**src/rtl/leaky_relu_derivative_array.sv**
```systemverilog
// leaky_relu_derivative_array: per-column leaky-ReLU backward stage fed by a private cache of forward pre-activations
module leaky_relu_derivative_array #(
    parameter int N_COLS  = 2,
    parameter int DATA_W  = 16,
    parameter int FRAC_W  = 8,
    parameter int H_DEPTH = 8
) (
    input  logic                                 clk,
    input  logic                                 rst,
    input  logic [DATA_W-1:0]                    lr_leak_factor_in,
    input  logic                                 lr_h_clear_in,
    input  logic [N_COLS-1:0]                    lr_h_wr_en_in,
    input  logic [N_COLS*DATA_W-1:0]             lr_h_wr_data_in,
    input  logic [N_COLS-1:0]                    lr_d_valid_in,
    input  logic [N_COLS*DATA_W-1:0]             lr_d_data_in,
    output logic [N_COLS*DATA_W-1:0]             lr_d_data_out,
    output logic [N_COLS-1:0]                    lr_d_valid_out,
    output logic [N_COLS*($clog2(H_DEPTH)+1)-1:0] lr_h_count_out,
    output logic [N_COLS-1:0]                    lr_h_overflow_out,
    output logic [N_COLS-1:0]                    lr_h_underflow_out
);
    localparam int PW  = $clog2(H_DEPTH);
    localparam int CW  = PW + 1;
    localparam int PDW = 2 * DATA_W;
    localparam logic [DATA_W-1:0] DMAX = {1'b0, {(DATA_W-1){1'b1}}};
    localparam logic [DATA_W-1:0] DMIN = {1'b1, {(DATA_W-1){1'b0}}};
    localparam logic signed [PDW-1:0] SMAX = {{(DATA_W+1){1'b0}}, {(DATA_W-1){1'b1}}};
    localparam logic signed [PDW-1:0] SMIN = {{(DATA_W+1){1'b1}}, {(DATA_W-1){1'b0}}};
    logic signed [DATA_W-1:0] leak;
    assign leak = lr_leak_factor_in;
    for (genvar i = 0; i < N_COLS; i++) begin : g_col
        logic [DATA_W-1:0] mem [H_DEPTH];
        logic [PW-1:0] rd_ptr, wr_ptr;
        logic [CW-1:0] count;
        logic [DATA_W-1:0] d_q, res;
        logic v_q, ovf, udf, empty, full, pop, push;
        logic signed [DATA_W-1:0] d, h;
        logic signed [PDW-1:0] p, r;
        always_comb begin
            d     = lr_d_data_in[i*DATA_W +: DATA_W];
            empty = count == '0;
            full  = count == CW'(H_DEPTH);
            // an empty cache reads as H=0 so the gradient takes the leak path
            h     = empty ? '0 : mem[rd_ptr];
            pop   = lr_d_valid_in[i] && !empty && !lr_h_clear_in;
            push  = lr_h_wr_en_in[i] && (!full || pop) && !lr_h_clear_in;
            p     = PDW'(d) * PDW'(leak);
            r     = p >>> FRAC_W;
            res   = (!h[DATA_W-1] && h != '0) ? d : r > SMAX ? DMAX : r < SMIN ? DMIN : r[DATA_W-1:0];
        end
        always_ff @(posedge clk) begin
            if (push) mem[wr_ptr] <= lr_h_wr_data_in[i*DATA_W +: DATA_W];
        end
        always_ff @(posedge clk) begin
            if (rst) begin
                rd_ptr <= '0;
                wr_ptr <= '0;
                count  <= '0;
                d_q    <= '0;
                v_q    <= 1'b0;
                ovf    <= 1'b0;
                udf    <= 1'b0;
            end else begin
                if (lr_h_clear_in) begin
                    rd_ptr <= '0;
                    wr_ptr <= '0;
                    count  <= '0;
                end else begin
                    if (push) wr_ptr <= wr_ptr + 1'b1;
                    if (pop) rd_ptr <= rd_ptr + 1'b1;
                    count <= count + CW'(push) - CW'(pop);
                end
                v_q <= lr_d_valid_in[i];
                if (lr_d_valid_in[i]) d_q <= res;
                ovf <= ovf | (lr_h_wr_en_in[i] & full & ~pop & ~lr_h_clear_in);
                udf <= udf | (lr_d_valid_in[i] & empty);
            end
        end
        assign lr_d_data_out[i*DATA_W +: DATA_W] = d_q;
        assign lr_d_valid_out[i]                 = v_q;
        assign lr_h_count_out[i*CW +: CW]        = count;
        assign lr_h_overflow_out[i]              = ovf;
        assign lr_h_underflow_out[i]             = udf;
    end
endmodule

```
**config.mk**
```make
export PLATFORM = sky130hd
export DESIGN_NAME = leaky_relu_derivative_array
export DESIGN_NICKNAME = d
export VERILOG_FILES = /design/src/rtl/leaky_relu_derivative_array.sv
export SDC_FILE = /design/constraint.sdc
export NUM_CORES = 2
export LEC_CHECK = 0
export BUFFER_PORTS_ARGS = -buffer_cell sky130_fd_sc_hd__buf_2
export CELL_PAD_IN_SITES_DETAIL_PLACEMENT = 2
export CELL_PAD_IN_SITES_GLOBAL_PLACEMENT = 2
export CORE_MARGIN = 2
export CORE_UTILIZATION = 39
export CTS_CLUSTER_SIZE = 10
export DETAILED_ROUTE_END_ITERATION = 10
export PLACE_DENSITY = 0.78
export SLEW_MARGIN = 20
export SYNTH_ARGS = -nofsm -noshare
export SYNTH_HDL_FRONTEND = slang
export SYNTH_SLANG_ARGS = --single-unit
export TNS_END_PERCENT = 30
```
**constraint.sdc**
```tcl
create_clock -name clk -period 6.8 [get_ports clk]
set_clock_uncertainty 0.05 [all_clocks]
set_input_delay 0.34 -clock clk [delete_from_list [all_inputs] [get_ports clk]]
set_output_delay 0.34 -clock clk [all_outputs]
set_load 0.005 [all_outputs]
```
Yosys cells after proc, flatten, opt, wreduce, memory -nomap -nowiden
Memory sizes are Yosys's and may differ from the RTL's. A register that Yosys moved wholly into a read port is not among the register bits.
Index checks and enable logic that the tools add are counted.
{"block": "op_classes", "n_mux": 16, "multipliers": 2, "eq_ne": 2, "order_cmp": 4, "n_reduce_logical": 24, "add_sub_neg": 8, "bitwise_logic": 15}
{"operator": "16-bit 2-to-1 mux", "n": 8}
{"operator": "16-bit by 16-bit multiplier with 32-bit output", "n": 2}
{"operator": "24-bit by 16-bit greater-than comparator with 1-bit output, second input constant", "n": 2}
{"operator": "24-bit by 16-bit less-than comparator with 1-bit output, second input constant", "n": 2}
{"operator": "16-bit nonzero test", "n": 2}
{"operator": "3-bit by 1-bit adder with 3-bit output, second input constant", "n": 4}
{"operator": "3-bit 2-to-1 mux", "n": 4}
{"operator": "1-bit logical AND", "n": 10}
{"operator": "4-bit by 1-bit adder with 4-bit output", "n": 2}
{"operator": "1-bit AND", "n": 8}
{"operator": "4-bit equality test, second input constant", "n": 2}
{"operator": "4-bit zero test", "n": 2}
{"operator": "4-bit by 1-bit subtractor with 4-bit output", "n": 2}
{"operator": "1-bit zero test", "n": 7}
{"operator": "1-bit 2-to-1 mux", "n": 4}
{"operator": "1-bit OR", "n": 4}
{"operator": "1-bit NOT", "n": 3}
{"operator": "1-bit logical OR", "n": 2}
{"operator": "2-bit OR reduction", "n": 1}
{"block": "totals", "elab_cells": 87, "output_inout_bits": 46, "in_bits": 87, "reg_bits": 58, "mem_count": 2, "ramBits": 256}
{"memory": "g_col[0].mem", "words": 8, "word_bits": 16, "rd": 1, "rd_clocked_by_memory_dff": 1, "write_ports": 1, "line_no": "32", "rtl": "logic [DATA_W-1:0] mem [H_DEPTH];"}
{"memory": "g_col[1].mem", "words": 8, "word_bits": 16, "rd": 1, "rd_clocked_by_memory_dff": 1, "write_ports": 1, "line_no": "32"}

Longest topological paths before layout
{"block": "depth", "depth_word": 9, "depth_mapped": 26, "ltp_nobuf": 24}

Worst setup path before layout
No wires, ideal clock.
{"block": "synth_path", "path_kind": "input to register", "startpoint": "in lr_d_data_in[15]", "endpoint": "reg g_col[0].d_q[10]", "t_required_ns": 6.631, "n_path_buf": 2, "path_stages": 25, "slack_ns": -0.031, "t_arrival_ns": 6.661, "cell_sequence": "clkbuf_1 -> nand2_1 -> fa_1 -> inv_1 -> fa_1 -> inv_1 -> fa_1 -> fa_1 -> inv_1 -> fa_1 -> inv_1 -> fa_1 -> inv_1 -> ha_1 -> a22oi_1 -> a32o_1 -> or4_1 -> a31o_2 -> o211ai_1 -> and2_1 -> o2111ai_1 -> o31ai_4 -> buf_4 -> o21a_1 -> o21ai_1"}
{"block": "synth_between", "elab_chain_len": 5}
{"element": "from (decl)", "line_no": "15", "rtl": "input logic [N_COLS*DATA_W-1:0] lr_d_data_in,"}
{"element": "16-bit by 16-bit multiplier with 32-bit output (*)", "line_no": "47", "rtl": "p = PDW'(d) * PDW'(leak);"}
{"element": "24-bit by 16-bit less-than comparator with 1-bit output", "line_no": "49", "rtl": "res = (!h[DATA_W-1] && h != '0) ? d : r > SMAX ? DMAX : r < SMIN ? DMIN : r[DATA_W-1:0];"}
{"element": "16-bit 2-to-1 mux", "line_no": "49"}
{"element": "16-bit 2-to-1 mux (*) (2 in series)", "line_no": "49"}
{"element": "to (signal assigned)", "line_no": "74", "rtl": "if (lr_d_valid_in[i]) d_q <= res;"}
{"element": "to (decl)", "line_no": "35", "rtl": "logic [DATA_W-1:0] d_q, res;"}
Every way passes the cells marked *; elsewhere a longest branch is shown, timed or not.
A chain may end at the register's enable or synchronous reset.

Final worst setup path
{"block": "layout_path", "startpoint": "in lr_d_data_in[31]", "endpoint": "reg g_col[1].d_q[5]"}
{"block": "layout_between", "elab_chain_len": 5}
{"element": "16-bit by 16-bit multiplier with 32-bit output (*)", "line_no": "47"}
{"element": "24-bit by 16-bit less-than comparator with 1-bit output", "line_no": "49"}
{"element": "16-bit 2-to-1 mux", "line_no": "49"}
{"element": "16-bit 2-to-1 mux (*) (2 in series)", "line_no": "49"}
{"element": "to (signal assigned)", "line_no": "74"}
{"element": "to (decl)", "line_no": "35"}
Marks and branches as above.

==> results.json <==
{
  "vias_per_cell": 5.130,
  "final-max-slew-violation-count": 0,
  "die_h_um": 287.4,
  "grt_pass1_wl_um": 159600,
  "synth_top_family_by_area": "adder cells",
  "synth.distinct_cells": 77,
  "clk_latency_ps": 570,
  "io_pins": 133,
  "fin_crit_sh": 0.9677,
  "synthesis.nets": 3738,
  "drv_cap": 0,
  "synth_compound_area_frac": 0.06151,
  "area_growth_pct": 15.30,
  "ys_ff_latch": 320,
  "slew_headroom": 0.3071,
  "path_max_fanout": 10,
  "cts_root_buf": "clkbuf_16",
  "path_class": "in2reg",
  "wl_per_cell_um": 23.30,
  "layout-drive-gt1-share": 0.1435,
  "antenna_found_initial": 4,
  "track_usage": 0.2533,
  "crit_top_cell": "fa_1",
  "port_buffers": 132,
  "cp.arrival_ps": 6970,
  "cts.sinks": 320,
  "crit_path_max_incr_delay_ps": 570,
  "status": "complete, no violations",
  "crit_required_ps": 7190,
  "worst_pin_slew_ps": 1036,
  "die_w_um": 287.4,
  "htreeDepth": 2,
  "finalHoldViolCount": 0,
  "clock_path_buffers": 3,
  "rows": 103,
  "clk_pin_slew_ps": 50,
  "syn_avg_cell_area_sq_um": 10.61,
  "synth_fa_ha_area_frac": 0.4044,
  "drt_iter0_markers": 910,
  "synth_edf_count": 256,
  "synthArstFlopShare": 0,
  "cp_slowest_cell": "fa_1",
  "synth_warnings": 0,
  "muxShareOfSynthArea": 0.001638,
  "grt_max_degree": 31,
  "numCtsBuffers": 39,
  "drt_pass1_iterations": 5,
  "place.gp.congestion": 0.8612,
  "drc": 0,
  "clock.fmax_ghz": 0.1520,
  "synth_seq_area_share": 0.2863,
  "core_area_sq_um": 79260,
  "nFillCells": 8307,
  "num-nets-final": 4040,
  "synthCells": 2953,
  "synth_xor_area_frac": 0.02125,
  "postLayoutCoreUtil": 0.4557,
  "grt-ovfl-total": 0,
  "start_util": 0.3952,
  "vias": 22230,
  "first_global_vias": 27790,
  "hpwl_um": 84220,
  "ant_nets": 0,
  "period_minus_slack_ps": 6580,
  "synth_area_sq_um": 31330,
  "cts_tree": "built",
  "dieArea_sq_um": 82600,
  "hold_path_class": "in2reg",
  "synthFlopType": "edfxtp_1",
  "setup_viol": 0,
  "cp-start-kind": "input port",
  "crit_path_end_kind": "flop",
  "yosys.area_share.simple": 0.1353,
  "routed_wl_um": 101000
}
==> cells in the mapped netlist, drive strengths merged (12+ instances only) <==
library cell  instances  area (sq um)
fa                  524         10490
clkbuf               86         324.1
nor3                 19         95.09
ha                  174          2177
inv                 617          2316
buf                  23         167.7
nor4                 56         350.3
a211oi               13         122.6
xor2                 27         236.5
a21oi                66         345.3
a2111oi              14         205.2
xnor2                49         429.2
dfxtp                64          1281
edfxtp              256          7687
o21a                 21         157.7
nand3                22         110.1
nor2                 93         349.1
nand4                19         118.9
a21o                 16         120.1
and2                238          1490
o211ai               12         90.09
o21ai                82         414.2
nand2               345          1295
==> path summary, 6_finish.rpt <==
path	from	end	slack, ps	depth (start not counted)
worst max-delay path	lr_d_data_in[31]	g_col[1].d_q[5]	220	28
worst max register to register	g_col[1].count[2]	g_col[1].mem[2][10]	2960	10
worst min-delay path	lr_h_wr_en_in[1]	g_col[1].ovf	20	3
worst min register to register	g_col[0].d_q[8]	g_col[0].d_q[8]	400	2
==> layout make-up <==
cell class / instances / area, sq um / share of cell area
diodes: 1 / 2.502 / 0.00006928
clock buffers: 63 / 1066 / 0.02951
clock inverters: 6 / 110.1 / 0.003048
inverters: 617 / 2316 / 0.06412
multi-input cells: 1907 / 19730 / 0.5463
flip-flops and latches: 320 / 8969 / 0.2483
well taps: 1050 / 1314 / 0.03637
repair buffers: 370 / 2611 / 0.07230
==> placed cells by master (no fill, tap or decap), types with 7 or more instances in the layout <==
cell type,count
a21o_1,16
nand2b_1,11
clkbuf_16,39
a31oi_1,9
nand2_1,345
a211oi_1,7
xnor2_1,49
and3_1,11
nor4_1,55
nor4b_1,8
o21ai_1,24
fa_1,523
buf_4,227
nor3_1,12
dfxtp_1,64
ha_1,174
inv_1,616
nor2_1,89
a21oi_1,59
buf_2,125
and2_1,237
buf_12,10
nand4_1,19
nand3_1,22
xor2_1,27
o211ai_1,12
o21a_1,21
edfxtp_1,256
o21ai_0,57
a21oi_2,7
clkbuf_1,24
nor2b_1,8
==> flip-flops by register name, indices dropped and copies added, names as in the netlist, named ones only <==
signal        flops
g_col.udf         2
g_col.count       8
g_col.wr_ptr      6
g_col.rd_ptr      6
g_col.v_q         2
g_col.d_q        32
g_col.ovf         2
g_col.mem       256
==> routing by layer <==
layer / vias to the layer above / track usage / wire (um)
li1: 9897 / - / -
met5: - / 0 / 41
met1: 11770 / 0.2922 / 39370
met3: 176 / 0.03151 / 3186
met2: 389 / 0.4803 / 55060
met4: 6 / 0.08464 / 3336
==> repair_timing <==
item | 4_1_cts | 5_1_grt
pin swaps | 0 | 1
hold buffers | 1 | 0
resized for setup | 5 | 30
hold endpoints to repair | 1 | 0
setup endpoints to repair | 22 | 30
setup buffers | 0 | 1
==> critical path: cells and delay by family <==
kind / cells / cell delay (ps)
AO/OA/AOI/OAI: 6 / 1050
buffers and inverters: 10 / 1410
AND/OR/NAND/NOR: 4 / 580
adder cells (fa/ha/maj): 7 / 3360
XOR/XNOR: 1 / 210
==> stage by stage <==
| step | cells | TNS [ps] | worst slack, ps | hold slack, ps | instance area (sq um) |
|---|---|---|---|---|---|
| 6_report | 4334 | 0 | 219.8 | 23.43 | 36120 |
| 5_1_grt | 4333 | -55.52 | -34.04 | 20.08 | 36120 |
| 4_1_cts | 4331 | 0 | 4.733 | 3.966 | 35980 |
| 3_5_place_dp | 4261 | -22570 | -988.6 | 392.9 | 34780 |
| 3_3_place_gp | 4261 | -8893 | -409.0 | 399.8 | 34740 |
| 2_1_floorplan | 2953 | 0 | 51.30 | 388.0 | 31330 |
==> cells by family (layout without fill, tap and decap cells) <==
group,count (synthesis),in the layout
adder cells (fa/ha/maj),698,698
buffers and inverters,726,1056
XOR/XNOR,76,76
AND/OR/NAND/NOR,852,852
multiplexers,5,5
flip-flops,320,320
AO/OA/AOI/OAI,276,276
other,0,1
Power is not shown: default switching activity piles up to over one toggle a cycle in this logic, so the estimate is an artifact.
